`src/rtl/sha256_pkg.sv`:
```
// Shared SHA-256 constants, FSM encoding and small-sigma helpers for the
// message schedule and compression blocks.
package sha256_pkg;

  localparam int unsigned WORD_W  = 32;
  localparam int unsigned NUM_IN  = 16;
  localparam int unsigned NUM_OUT = 64;
  localparam int unsigned CNT_W   = 6;
  localparam int unsigned IDX_W   = 4;

  typedef enum logic {
    ST_LOAD = 1'b0,
    ST_EMIT = 1'b1
  } sched_state_e;

  // sigma0(x) = ROTR7 ^ ROTR18 ^ SHR3
  function automatic logic [WORD_W-1:0] small_sigma0(input logic [WORD_W-1:0] x);
    return {x[6:0], x[31:7]} ^ {x[17:0], x[31:18]} ^ (x >> 3);
  endfunction

  // sigma1(x) = ROTR17 ^ ROTR19 ^ SHR10
  function automatic logic [WORD_W-1:0] small_sigma1(input logic [WORD_W-1:0] x);
    return {x[16:0], x[31:17]} ^ {x[18:0], x[31:19]} ^ (x >> 10);
  endfunction

endpackage

```
`src/rtl/cla_adder32.sv`:
```
// 32-bit carry-lookahead adder: 4-bit lookahead groups, group carries chained.
// No carry-in or carry-out; the sum wraps modulo 2^32.
module cla_adder32
  import sha256_pkg::*;
(
  input  logic [WORD_W-1:0] a,
  input  logic [WORD_W-1:0] b,
  output logic [WORD_W-1:0] sum
);

  localparam int unsigned GRP_W   = 4;
  localparam int unsigned NUM_GRP = WORD_W / GRP_W;

  logic [WORD_W-1:0] g;
  logic [WORD_W-1:0] p;
  logic [WORD_W-1:0] c;
  logic [GRP_W-1:0]  gg;
  logic [GRP_W-1:0]  pp;
  logic              cin;

  assign g = a & b;
  assign p = a ^ b;

  // Per-group lookahead equations; group carry-out feeds the next group.
  always_comb begin
    c   = '0;
    gg  = '0;
    pp  = '0;
    cin = 1'b0;
    for (int k = 0; k < int'(NUM_GRP); k++) begin
      gg = g[k*GRP_W +: GRP_W];
      pp = p[k*GRP_W +: GRP_W];
      c[k*GRP_W + 0] = cin;
      c[k*GRP_W + 1] = gg[0] | (pp[0] & cin);
      c[k*GRP_W + 2] = gg[1] | (pp[1] & gg[0]) | (pp[1] & pp[0] & cin);
      c[k*GRP_W + 3] = gg[2] | (pp[2] & gg[1]) | (pp[2] & pp[1] & gg[0])
                     | (pp[2] & pp[1] & pp[0] & cin);
      cin = gg[3] | (pp[3] & gg[2]) | (pp[3] & pp[2] & gg[1])
          | (pp[3] & pp[2] & pp[1] & gg[0])
          | (pp[3] & pp[2] & pp[1] & pp[0] & cin);
    end
  end

  assign sum = p ^ c;

endmodule

```
`src/rtl/sha256_msg_schedule.sv`:
```
// SHA-256 message schedule: loads 16 words, emits W[0..63] from a rolling
// 16-word window, overwriting W[t-16] with W[t] as each word is accepted.
module sha256_msg_schedule
  import sha256_pkg::*;
(
  input  logic              clk,
  input  logic              rst_n,
  input  logic              in_valid,
  output logic              in_ready,
  input  logic [WORD_W-1:0] in_word,
  output logic              out_valid,
  input  logic              out_ready,
  output logic [WORD_W-1:0] out_word,
  output logic [CNT_W-1:0]  out_index,
  output logic              busy
);

  sched_state_e      state_q, state_d;
  logic [CNT_W-1:0]  cnt_q, cnt_d;
  logic [WORD_W-1:0] win [NUM_IN];

  logic              win_we;
  logic [IDX_W-1:0]  win_addr;
  logic [WORD_W-1:0] win_wdata;

  logic [IDX_W-1:0]  slot;
  logic              expand;
  logic              emit;
  logic [WORD_W-1:0] s0, s1;
  logic [WORD_W-1:0] sum_a, sum_b, w_exp;

  assign slot   = cnt_q[IDX_W-1:0];
  assign expand = (cnt_q >= CNT_W'(NUM_IN));
  assign emit   = (state_q == ST_EMIT);

  // Window slot arithmetic wraps modulo 16; slot itself still holds W[t-16].
  assign s1 = small_sigma1(win[slot - IDX_W'(2)]);
  assign s0 = small_sigma0(win[slot - IDX_W'(15)]);

  cla_adder32 u_add_a (.a(s1),    .b(win[slot - IDX_W'(7)]), .sum(sum_a));
  cla_adder32 u_add_b (.a(sum_a), .b(s0),                    .sum(sum_b));
  cla_adder32 u_add_c (.a(sum_b), .b(win[slot]),             .sum(w_exp));

  // Status decodes of the state register; word/index follow the window.
  assign in_ready  = ~emit;
  assign out_valid = emit;
  assign busy      = emit;
  assign out_index = emit ? cnt_q : '0;
  assign out_word  = emit ? (expand ? w_exp : win[slot]) : '0;

  always_ff @(posedge clk or negedge rst_n) begin
    if (!rst_n) begin
      state_q <= ST_LOAD;
      cnt_q   <= '0;
    end else begin
      state_q <= state_d;
      cnt_q   <= cnt_d;
    end
  end

  // Window storage is not reset; its contents are don't-care until loaded.
  always_ff @(posedge clk) begin
    if (win_we) begin
      win[win_addr] <= win_wdata;
    end
  end

  always_comb begin
    state_d   = state_q;
    cnt_d     = cnt_q;
    win_we    = 1'b0;
    win_addr  = slot;
    win_wdata = in_word;
    case (state_q)
      ST_LOAD: begin
        if (in_valid) begin
          win_we = 1'b1;
          if (cnt_q == CNT_W'(NUM_IN - 1)) begin
            state_d = ST_EMIT;
            cnt_d   = '0;
          end else begin
            cnt_d = cnt_q + CNT_W'(1);
          end
        end
      end
      ST_EMIT: begin
        if (out_ready) begin
          win_we    = expand;
          win_wdata = w_exp;
          if (cnt_q == CNT_W'(NUM_OUT - 1)) begin
            state_d = ST_LOAD;
            cnt_d   = '0;
          end else begin
            cnt_d = cnt_q + CNT_W'(1);
          end
        end
      end
      default: begin
        state_d = ST_LOAD;
        cnt_d   = '0;
      end
    endcase
  end

endmodule

```
`config.mk`:
```
export PLATFORM = sky130hd
export DESIGN_NAME = sha256_msg_schedule
export DESIGN_NICKNAME = d
export VERILOG_FILES = /design/src/rtl/sha256_pkg.sv /design/src/rtl/cla_adder32.sv /design/src/rtl/sha256_msg_schedule.sv
export SDC_FILE = /design/constraint.sdc
export NUM_CORES = 1
export LEC_CHECK = 0
export BUFFER_PORTS_ARGS = -buffer_cell sky130_fd_sc_hd__buf_2
export CAP_MARGIN = 20
export CORE_ASPECT_RATIO = 1.25
export CORE_MARGIN = 3
export CORE_UTILIZATION = 64
export DETAILED_ROUTE_END_ITERATION = 10
export PLACE_DENSITY = 0.81
export SETUP_SLACK_MARGIN = 0.4
export SYNTH_ARGS = -nofsm -noshare
export SYNTH_HDL_FRONTEND = slang
export SYNTH_SLANG_ARGS = --single-unit
export TNS_END_PERCENT = 30
```
`constraint.sdc`:
```
create_clock -name clk -period 13 [get_ports clk]
set_input_delay 1.3 -clock clk [delete_from_list [all_inputs] [get_ports clk]]
set_output_delay 1.3 -clock clk [all_outputs]
set_load 0.02 [all_outputs]
```
==> out/metrics.cfg, run 1 <==
[synthesis]
ys_ff_latch=519
synth_ff_type=edfxtp_1
ys_types=59
yosysTopAreaCellShare=0.459
netlist.top_cell.by_area=edfxtp_1
synth_fa_ha_area_frac=0.0513
synth_top_family_by_area=multiplexers
synth-xor-area-share=0.0465
synth-simple-area-share=0.0398
synth_compound_area_frac=0.0480
ys_warn_count=0
syn-num-nets=2285
synth_edf_count=512
netlist_instances=2126
synth-async-reset-ratio=0.0135
synth.area.top_cells=edfxtp_1, mux4_2, xnor2_1
synth_area_per_cell_um2=15.8
syn_area_um2=33500
synth.area.mux_share=0.323
ys_seq_area_frac=0.464

[finish]
fin_area_um2=36400
layout_common_cells=edfxtp_1, mux4_2, xnor2_1, nand2_1, ha_1
multi_input_area_um2=17300
area_growth_pct=8.82
layout-drive-gt1-share=0.319
nNetsFinal=2335
final-seq-area_um2=15600
nFillCells=3219
mostFrequentLayoutCell=edfxtp_1
diodes=0

[clock_network]
hold_buffers=0
cts.path.max_buffers=3
cts_root_buffer=clkbuf_16
tritoncts=done
clk_latency_ns=0.62
cts_sinks=519
ctsHtreeMaxLevel=2
clk_pin_slew_ns=0.07
numCtsBuffers=50

[critical_path]
reg2reg_from=cnt_q[0]
r2r-end=win[3][31]
reg2reg_depth=32
slowest_delay_ns=0.77
criticalPathCategory=flip-flop to output port
cp_data_required_time_ns=11.70
arrival_ns=10.63
cp-start-kind=flip-flop
reg2reg_slack_ns=2.58
end_kind=output port
cp_slowest_cell=dfrtp_4
critPathMaxFanout=99

[timing]
max_freq_mhz=83.8
slew_headroom=0.284
fin_crit_ns=11.93
rsz0062_at_grt=false
finalHoldViolCount=0
tns_ns=0
fin_crit_sh=0.917
tightest_slew_ns=1.07
slew_violations=0
skew_ns=0.0419
finalSetupViolCount=0
timing.final.ws_setup_ns=1.07
fin_hold_ws_ns=0.519

[routing]
vias=22700
wl_per_cell_um=36.3
routed_wirelength_um=104000
drt-initial-drc-count=3543
avgViaCountPerCell=7.89
dr.pass1.iters=6
antenna_left=0
drc=0

[floorplan]
core_area_um2=51700
start_util=0.648
fp.dieH_um=262
die_area_um2=55100
fp.dieW_um=211
num_io_pins=77
placementRows=93

[place]
dpl.hpwl_um=68600
place_area_um2=34700
place_congestion=1.03
pre_cts_slack_ns=1.68
portBuffers=76

[global_route]
gr-usage-all-layers=0.381
use_met1=0.476
use_met2=0.600
grtUsageMet3=0.106
grt_pass1_vias=22600
antenna_found_initial=2
grt-ovfl-total=0
grt.busiest_layer=met2
grt_pass1_wl_um=151000
grt_max_degree=124

[worst_hold_path]
min_path_type=primary input to asynchronous set/reset pin

[job]
drv_cap=0

[status]
status=finished, final reports clean

## through the flow
stage               instances   util
finish                   2880  0.705
CTS                      2879  0.705
global route             2880  0.705
detailed placement       2788  0.672
floorplan                2126      -
global placement         2788  0.672
## worst max-delay path by stage
stage / start / to / slack [ns] / cells past startpoint
floorplan: cnt_q[0] / out_word[29] / 0.96 / 44
finish: cnt_q[0] / out_word[29] / 1.07 / 35
detailed placement: cnt_q[2] / out_word[29] / 1.68 / 38
global route: cnt_q[2] / out_word[29] / 0.50 / 38
CTS: cnt_q[2] / out_word[29] / 0.99 / 38
global placement: cnt_q[2] / out_word[29] / 1.76 / 38
## layer usage
metal,routed length (um),part of all wire,up-vias
met5,19,0.00018,-
met4,8270,0.079,4
met3,14500,0.14,485
met2,48600,0.46,2124
met1,33100,0.32,11300
li1,-,-,8820
## kinds of logic (layout without fill, tap and decap cells)
group           count (synthesis)  after routing
flops                         519            519
xor+xnor                      178            178
mux                           551            551
fa+ha+maj                     123            123
compound gates                262            262
buf+inv                       187            276
simple gates                  306            306
## synth_stat cells (all sizes together), types with 8 or more instances
cell type	n
a211oi	23
o21a	16
mux2i	89
nor3	17
mux2	41
buf	89
and2	8
nand3	17
fa	24
nor2	92
nand2	130
or3	11
edfxtp	512
a21oi	88
xnor2	145
ha	99
a21o	19
xor2	33
inv	48
clkbuf	49
o21ai	68
mux4	421
## timing repair
item                                    in CTS  in global routing
gates resized for setup                      0                  2
buffers inserted                             0                  0
endpoints found under the setup margin       0                  5
## state kept, by name (all words and copies together), names as in the netlist
signal,cells
busy,1
win,512
cnt_q,6
## layout make-up
| class | count | share of cell area |
|---|---|---|
| Clock buffer | 59 | 0.0358 |
| Multi-Input combinational cell | 1420 | 0.473 |
| Timing Repair Buffer | 136 | 0.0249 |
| Clock inverter | 32 | 0.0110 |
| Sequential cell | 519 | 0.427 |
| Inverter | 49 | 0.00505 |
| Tap cell | 665 | 0.0228 |
## worst max-delay path: cells and delay by family (launching register included)
| family | cells | cell delay (ns) |
|---|---|---|
| xor+xnor | 3 | 0.58 |
| fa+ha+maj | 6 | 2.14 |
| buf+inv | 4 | 0.86 |
| flops | 1 | 0.77 |
| simple gates | 6 | 1.30 |
| compound gates | 14 | 2.96 |
| mux | 2 | 1.20 |
Power of run 1 is left out: the tool's default activity adds up to more than one toggle a clock period on the data nets, which glitch-free logic cannot reach.
==> inputs of run 2 (changes only) <==
- CORE_UTILIZATION: 64 -> 66
- CTS_BUF_LIST: default -> sky130_fd_sc_hd__clkbuf_2 sky130_fd_sc_hd__clkbuf_4 sky130_fd_sc_hd__clkbuf_8
- PLACE_DENSITY: 0.81 -> 0.83
==> out/metrics.cfg, run 2 (synthesis gave the netlist of run 1 again) <==
[status]
status=finished, final reports clean

[routing]
dr.pass1.iters=5
routed_wirelength_um=103000
drt-initial-drc-count=3348
antenna_left=0
drc=0
wl_per_cell_um=35.1
vias=22500
avgViaCountPerCell=7.68

[clock_network]
clk_latency_ns=0.69
cts_sinks=519
clk_pin_slew_ns=0.07
cts_root_buffer=clkbuf_8
cts.path.max_buffers=3
ctsHtreeMaxLevel=3
tritoncts=done
numCtsBuffers=82

[global_route]
antenna_found_initial=3
grt-ovfl-total=0
grt_pass1_vias=22500
grt.busiest_layer=met2
grt_pass1_wl_um=150000
grt_max_degree=159
use_met2=0.587
gr-usage-all-layers=0.388
grtUsageMet3=0.117
use_met1=0.501

[finish]
fin_util=0.733
nNetsFinal=2372
mostFrequentLayoutCell=edfxtp_1
layout_common_cells=edfxtp_1, mux4_2, xnor2_1, nand2_1, ha_1
largest_reg_flops=512
area_growth_pct=8.82
layout-drive-gt1-share=0.335
largest_register=win

[timing]
tns_ns=0
fin_crit_sh=0.925
tightest_slew_ns=0.964
skew_ns=0.0344
timing.final.ws_setup_ns=0.972
slew_violations=0
max_freq_mhz=83.1
finalHoldViolCount=0
slew_headroom=0.358
finalSetupViolCount=0
fin_crit_ns=12.03
rsz0062_at_grt=false

[critical_path]
criticalPathCategory=flip-flop to output port
end_kind=output port
cp_data_required_time_ns=11.70
cp-start-kind=flip-flop
cp_slowest_cell=dfrtp_4
arrival_ns=10.73
critPathMaxFanout=158
slowest_delay_ns=0.72

[floorplan]
die_area_um2=53500
fp.dieH_um=258
fp.dieW_um=207
placementRows=91
core_area_um2=49800
start_util=0.673
num_io_pins=77

[place]
portBuffers=76
pre_cts_slack_ns=1.64
dpl.hpwl_um=70600
place_congestion=1.01

[worst_hold_path]
min_path_type=primary input to asynchronous set/reset pin

[job]
drv_cap=0

-- run 2: changes by cell type in the layout (fill, tap and decap cells not counted), sizes merged --
cell      change
buf           +6
bufinv        -4
clkbuf       +45
clkinv       +17
clkinvlp      -1
diode         +1
inv           +1
-- run 2: critical path: cells and delay by family, from the launching register on --
family | cells | cell delay (ns)
simple gates | 6 | 1.20
buf+inv | 5 | 1.40
mux | 2 | 0.99
xor+xnor | 4 | 0.68
compound gates | 13 | 2.65
fa+ha+maj | 6 | 2.13
flops | 1 | 0.72
-- run 2: through the flow --
stage               instance area, um2  std cells  hold slack (ns)
floorplan                        33500       2126            0.651
global placement                 34800       2778            0.591
detailed placement               34800       2778            0.623
CTS                              36400       2928            0.398
global route                     36400       2931            0.426
finish                           36400       2931            0.431
-- run 2: what timing repair did --
| item | in CTS | in global routing |
|---|---|---|
| hold buffers | 0 | 0 |
| resized for setup | 0 | 2 |
| setup endpoints to repair | 0 | 2 |
| setup buffers | 0 | 1 |
-- run 2: worst paths after layout --
path | from | end | slack [ns] | cells after the start
worst max register to register | cnt_q[1] | win[4][31] | 2.26 | 33
min in group clk | cnt_q[5] | busy | 0.64 | 1
max in group asynchronous | rst_n | cnt_q[3] | 12.38 | 1
worst min-delay path | rst_n | busy | 0.43 | 1
worst min register to register | cnt_q[5] | busy | 0.64 | 1
worst max-delay path | cnt_q[1] | out_word[29] | 0.97 | 36
-- run 2: per-layer routing --
| layer | vias up | routed length [um] |
|---|---|---|
| li1 | 8893 | - |
| met1 | 11200 | 33400 |
| met2 | 1973 | 47000 |
| met3 | 489 | 14700 |
| met4 | 2 | 7770 |
| met5 | - | 15 |
-- run 2: layout make-up --
cell class              count  area, um2
multi-input cells        1420      17200
flip-flops and latches    519      15600
fillers                  2892      13300
clock buffers             105       1310
repair buffers            141       1010
well taps                 651        815
clock inverters            45        317
inverters                  49        184
diodes                      1       2.50
Power of run 2 is left out for the same reason.
